==> src/rtl/mem_stage_lsu.sv <==
// mem_stage_lsu: load/store unit for the MEM stage.
// Converts EX/MEM load/store control into a req/ack transaction on a word-wide
// data memory. It formats load data (lane select plus sign or zero extension)
// and generates the byte enables and replicated store data. While a transaction
// is in flight it holds the pipeline in stall. An access either completes or
// times out after TIMEOUT cycles.
//
// Ports:
//   clk, rst_n               clock, synchronous active-low reset
//   memRead_in, memWrite_in  load / store present in MEM
//   funct3_in                access size and signedness
//   addr_in, store_data_in   byte address, rs2 value
//   dmem_req/we/addr/wdata/be  registered request to data memory
//   dmem_rdata, dmem_ack     read word and one-cycle completion
//   dmem_read_data_out       formatted load result to MEM/WB
//   stall_out                freezes the pipeline upstream of MEM/WB
//   fault_out                misaligned/illegal access (combinational)
//   bus_error_out            one-cycle pulse on timeout
//
// state | meaning
// ------+------------------------------------------------------------
// IDLE  | no transaction; a legal access launches a request
// REQ   | request outstanding, waiting for ack or timeout
// DONE  | one non-stalled cycle so MEM/WB captures the result

module mem_stage_lsu #(
    parameter int TIMEOUT = 16,
    parameter int CNT_W   = 5
) (
    input  logic        clk,
    input  logic        rst_n,
    input  logic        memRead_in,
    input  logic        memWrite_in,
    input  logic [2:0]  funct3_in,
    input  logic [31:0] addr_in,
    input  logic [31:0] store_data_in,
    output logic        dmem_req,
    output logic        dmem_we,
    output logic [31:0] dmem_addr,
    output logic [31:0] dmem_wdata,
    output logic [3:0]  dmem_be,
    input  logic [31:0] dmem_rdata,
    input  logic        dmem_ack,
    output logic [31:0] dmem_read_data_out,
    output logic        stall_out,
    output logic        fault_out,
    output logic        bus_error_out
);

    typedef enum logic [1:0] {S_IDLE, S_REQ, S_DONE} state_t;

    localparam logic [CNT_W-1:0] CNT_LAST = CNT_W'(TIMEOUT - 1);
    localparam logic [CNT_W-1:0] CNT_MAX  = '1;

    state_t           state;
    logic [CNT_W-1:0] cnt;
    logic [2:0]       ld_f3;
    logic [1:0]       ld_off;

    logic        acc;
    logic        f3_bad;
    logic        misalign;
    logic        fault;
    logic [3:0]  be_nxt;
    logic [31:0] wdata_nxt;
    logic [31:0] shifted;
    logic [31:0] load_fmt;

    always_comb begin
        acc    = memRead_in | memWrite_in;
        f3_bad = 1'b0;
        if (memWrite_in)
            f3_bad = !(funct3_in inside {3'b000, 3'b001, 3'b010});
        else
            f3_bad = !(funct3_in inside {3'b000, 3'b001, 3'b010, 3'b100, 3'b101});
        misalign = 1'b0;
        case (funct3_in[1:0])
            2'b01:   misalign = addr_in[0];
            2'b10:   misalign = (addr_in[1:0] != 2'b00);
            default: misalign = 1'b0;
        endcase
        fault = acc & ((memRead_in & memWrite_in) | f3_bad | misalign);
    end

    always_comb begin
        be_nxt    = 4'b1111;
        wdata_nxt = store_data_in;
        case (funct3_in[1:0])
            2'b00: begin
                be_nxt    = 4'b0001 << addr_in[1:0];
                wdata_nxt = {4{store_data_in[7:0]}};
            end
            2'b01: begin
                be_nxt    = 4'b0011 << addr_in[1:0];
                wdata_nxt = {2{store_data_in[15:0]}};
            end
            default: begin
                be_nxt    = 4'b1111;
                wdata_nxt = store_data_in;
            end
        endcase
    end

    // Move the addressed lane down to bit 0, then extend per the held funct3.
    always_comb begin
        shifted  = dmem_rdata >> {ld_off, 3'b000};
        load_fmt = dmem_rdata;
        case (ld_f3)
            3'b000:  load_fmt = {{24{shifted[7]}}, shifted[7:0]};
            3'b001:  load_fmt = {{16{shifted[15]}}, shifted[15:0]};
            3'b100:  load_fmt = {24'h0, shifted[7:0]};
            3'b101:  load_fmt = {16'h0, shifted[15:0]};
            default: load_fmt = dmem_rdata;
        endcase
    end

    assign fault_out = fault;
    assign stall_out = (state == S_REQ) || ((state == S_IDLE) && acc && !fault);

    always_ff @(posedge clk) begin
        if (!rst_n) begin
            state              <= S_IDLE;
            cnt                <= '0;
            ld_f3              <= 3'b000;
            ld_off             <= 2'b00;
            dmem_req           <= 1'b0;
            dmem_we            <= 1'b0;
            dmem_addr          <= 32'h0;
            dmem_wdata         <= 32'h0;
            dmem_be            <= 4'h0;
            dmem_read_data_out <= 32'h0;
            bus_error_out      <= 1'b0;
        end else begin
            bus_error_out <= 1'b0;
            case (state)
                S_IDLE: begin
                    if (acc && !fault) begin
                        state      <= S_REQ;
                        cnt        <= '0;
                        dmem_req   <= 1'b1;
                        dmem_we    <= memWrite_in;
                        dmem_addr  <= {addr_in[31:2], 2'b00};
                        dmem_be    <= be_nxt;
                        dmem_wdata <= wdata_nxt;
                        ld_f3      <= funct3_in;
                        ld_off     <= addr_in[1:0];
                    end
                end
                S_REQ: begin
                    if (dmem_ack) begin
                        if (!dmem_we)
                            dmem_read_data_out <= load_fmt;
                        dmem_req <= 1'b0;
                        state    <= S_DONE;
                    end else if (cnt == CNT_LAST) begin
                        dmem_req           <= 1'b0;
                        bus_error_out      <= 1'b1;
                        dmem_read_data_out <= 32'h0;
                        state              <= S_DONE;
                    end else if (cnt != CNT_MAX) begin
                        cnt <= cnt + 1'b1;
                    end
                end
                S_DONE:  state <= S_IDLE;
                default: state <= S_IDLE;
            endcase
        end
    end

endmodule

==> config.mk <==
export PLATFORM = sky130hd
export DESIGN_NAME = mem_stage_lsu
export DESIGN_NICKNAME = d
export VERILOG_FILES = /design/src/rtl/mem_stage_lsu.sv
export SDC_FILE = /design/constraint.sdc
export NUM_CORES = 1
export LEC_CHECK = 0
export ABC_AREA = 1
export CAP_MARGIN = 20
export CORE_AREA = 2 2 127 117
export CTS_CLUSTER_DIAMETER = 80
export DETAILED_ROUTE_END_ITERATION = 8
export DIE_AREA = 0 0 129 119
export GPL_ROUTABILITY_DRIVEN = 0
export PLACE_DENSITY = 0.77
export SETUP_SLACK_MARGIN = 0.3
export SLEW_MARGIN = 10
export SYNTH_ARGS = -nofsm -noshare
export SYNTH_HDL_FRONTEND = slang
export SYNTH_SLANG_ARGS = --single-unit
==> constraint.sdc <==
create_clock -name clk -period 1.55 [get_ports clk]
set_input_delay 0.155 -clock clk [delete_from_list [all_inputs] [get_ports clk]]
set_output_delay 0.155 -clock clk [all_outputs]
set_load 0.005 [all_outputs]
==> results.md <==
- Crit path kind: reg -> reg
- Layout Utilization: just under 70%
- Via count: ~7000
- Crit end category: flop
- DR WL/cell: ~19 µm
- Reg2reg end: cnt[1]
- Initial Utilization: between 30% and 40%
- Cells after Synth: between 800 and 900
- CP arrival: between 1.5 and 2 ns
- Clock-pin slew of the registers on the worst-case setup and hold paths: about 0.05 ns
- Residual DRC count: 0
- Port bufs: about 200
- Yosys warnings: 0
- Vias in the first global route: approximately 6500
- CP max-delay cell: dfxtp_4
- Cell Area, Placed: around 0.0083 mm²
- Commonest non-fill, non-tap cell in the layout: nand2_1
- Worst path required time: ~1.9 ns
- Crit. Startpoint: cnt[1]
- Run status: finished with violations
- TritonRoute pass-1 iters: 6
- Failing checks: setup timing
- H-tree depth: 4
- Leak Pwr: between 0.004 and 0.005 µW
- Cell area after layout: around 0.0098 mm²
- Post-synth cell types: 34
- DRT Wirelength: 24.0 mm
- CTS tree: built
- FF-to-FF Start: cnt[1]
- Die ar.: ~0.015 mm²
- Final setup violation count: 1
- Sequential-to-total area share from yosys stat: about two fifths
- Fin. max-slew vios: 0
- R2r worst-path depth: 10
- Hold Fails Final Rpt: 0
- Core Box Area: around 0.014 mm²
- CP cell instances: ha_4, nand2_4, nor2_4, ha_4, nor3_4, nand2_4, nand2_4, nand2_2, nand2_1, nor2_1
- Hold Path Class: in -> reg
- Cell mode on critical path: nand2_4
- Worst Path Max Fanout: 6
- Clock Latency Late Sink: between 0.4 and 0.5 ns
- Synthesized flop and latch total: 113
- Mean post-synth cell area: 6.86 µm²
- Initial drt markers: roughly 620
- Worst VDD drop: approximately 0.00074 V
- Area Overhead vs Synth: 74.0%
- Worst setup SP type: flop
- Top Ports: approximately 210
- Period utilization: 101%
- HPWL Detailed: around 13 mm
- Post-DRT Antenna Nets: 0
- Std-Cell Rows: between 40 and 50
- Die span in y: approximately 120 µm
- CTS sink count: around 110
- Via density: roughly 5.4
- Antenna violations before repair: 1
- Commonest cells after routing, fill and taps aside: nand2_1 (247), dfxtp_1 (104), dlygate4sd2_1 (104)
- Num CTS Buffers: 17
- Wire length of the first global-routing pass: between 30 and 40 mm
- Root Driver: clkbuf_16
- Worst Slack Setup Final: -0.0200 ns
- Chip width: roughly 130 µm
- F_max: 0.637 GHz
- Critical path destination: cnt[1]
- Final Power: 9560 µW
- CP max stage delay: between 0.3 and 0.4 ns
- Post-route minimum period: roughly 1.6 ns
- Worst hold slack: 0.203 ns
- Max_cap viols: 0
- Pwr/cell area: slightly below 1000 mW/mm²
- CTS max path bufs: 2
- Post-Syn Area: approximately 0.0056 mm²
- Tot GR Track Use: between 20% and 30%
- Unrepaired setup endpoints after global routing: true
- # hold bufs at CTS: 0
- Layout net count: about 1200
- Layout cells sized above 1: a little over a fifth
- Maximum number of pins on one net before global-route repair: 50
- GR Overflow Total: 0
- Post-Route Skew: 0.00675 ns
- R2R Setup Slk: -0.02 ns
[worst min path at each step]
stage | startpoint | endpoint | slack [ns] | cells after the start
final | funct3_in[1] | ld_f3[1] | 0.20 | 5
after floorplan | memWrite_in | dmem_we | 0.29 | 2
after global placement | dmem_read_data_out[22] | dmem_read_data_out[22] | 0.45 | 2
after CTS | funct3_in[1] | ld_f3[1] | 0.23 | 5
after detailed placement | dmem_read_data_out[30] | dmem_read_data_out[30] | 0.45 | 2
after global routing | funct3_in[1] | ld_f3[1] | 0.20 | 5
[registers in the layout (all words and copies together), names as in the netlist]
name,count
dmem_read_data_out,32
dmem_wdata,32
dmem_addr,30
cnt,5
dmem_be,4
ld_f3,3
ld_off,2
state,2
bus_error_out,1
dmem_req,1
dmem_we,1
[power by group]
part / switching [µW] / internal (µW)
logic: 1240 / 1220
registers: 98.0 / 3070
clock network: 1390 / 2540
total: 2730 / 6830
[logic make-up after synthesis]
kind of cell             after synthesis  share of synthesized area [%]
adder cells (fa/ha/maj)                6                           1.33
buffers and inverters                132                           10.8
AND/OR/NAND/NOR                      408                           31.9
flip-flops                           113                           40.1
other                                  1                         0.0665
AO/OA/AOI/OAI                        161                           15.6
XOR/XNOR                               1                          0.155
[per-stage QoR]
step                      worst slack, ns  cells  setup TNS (ns)
after CTS                          0.0518   1264               0
after detailed placement           -0.663   1220          -46.05
final                             -0.0200   1292         -0.0200
after global placement             -0.633   1220          -42.59
after global routing              -0.0823   1291          -0.249
after floorplan                     0.110    823               0
[layout make-up]
type                            count  area [µm²]
Sequential cell                   113        2280
Multi-Input combinational cell    579        3130
Inverter                           69         288
Antenna cell                        2        5.00
Clock buffer                       20         447
Tap cell                          198         248
Clock inverter                     11         139
Timing Repair Buffer              299        3270
Fill cell                        1114        4430
Timing Repair inverter              1        7.51
[critical path, delay by kind of cell, from the launching register on]
family,cells,cell delay [ns]
fa+ha+maj,2,0.34
flops,1,0.35
simple gates,8,0.77
[metal layers]
layer  vias to the layer above  share of wire, %  track usage (%)
li1                       3250                 -                -
met1                      3223                38             31.3
met2                       406                47             43.5
met3                        99                11             10.6
met4                         0               4.7             10.1
met5                         -                 0                0
[Yosys cell counts]
master,instances,area [µm²]
nor3_4,1,16.3
nand3_1,25,125
xor2_1,1,8.76
nand4_1,69,432
buf_4,8,60.1
a21oi_2,10,87.6
conb_1,1,3.75
and2_1,1,6.26
nand4_2,1,12.5
nor3_1,3,15.0
clkbuf_1,20,75.1
dfxtp_1,113,2260
nand2_2,2,12.5
o21ai_0,21,105
nor2_1,35,131
a21oi_1,114,571
a31oi_2,1,12.5
o22ai_1,6,37.5
buf_1,7,26.3
nand3_2,1,10.0
nand2_1,264,991
nor2_2,2,12.5
o21ai_2,1,8.76
nor2_4,1,11.3
o211ai_1,1,7.51
buf_6,8,90.1
inv_2,4,15.0
nand3b_1,2,15.0
clkinv_1,1,3.75
ha_1,6,75.1
nor3b_1,1,7.51
inv_1,64,240
buf_2,20,100
o31ai_1,7,52.6
[timing repair]
| action | in CTS | in global routing |
|---|---|---|
| pin swaps | 19 | 40 |
| gates resized for setup | 165 | 75 |
| endpoints found under the hold margin | 0 | 0 |
| buffers inserted | 8 | 5 |
| setup endpoints to repair | 215 | 116 |
| gates cloned | 5 | 21 |
Note: power is estimated with default switching activity, not from simulation.
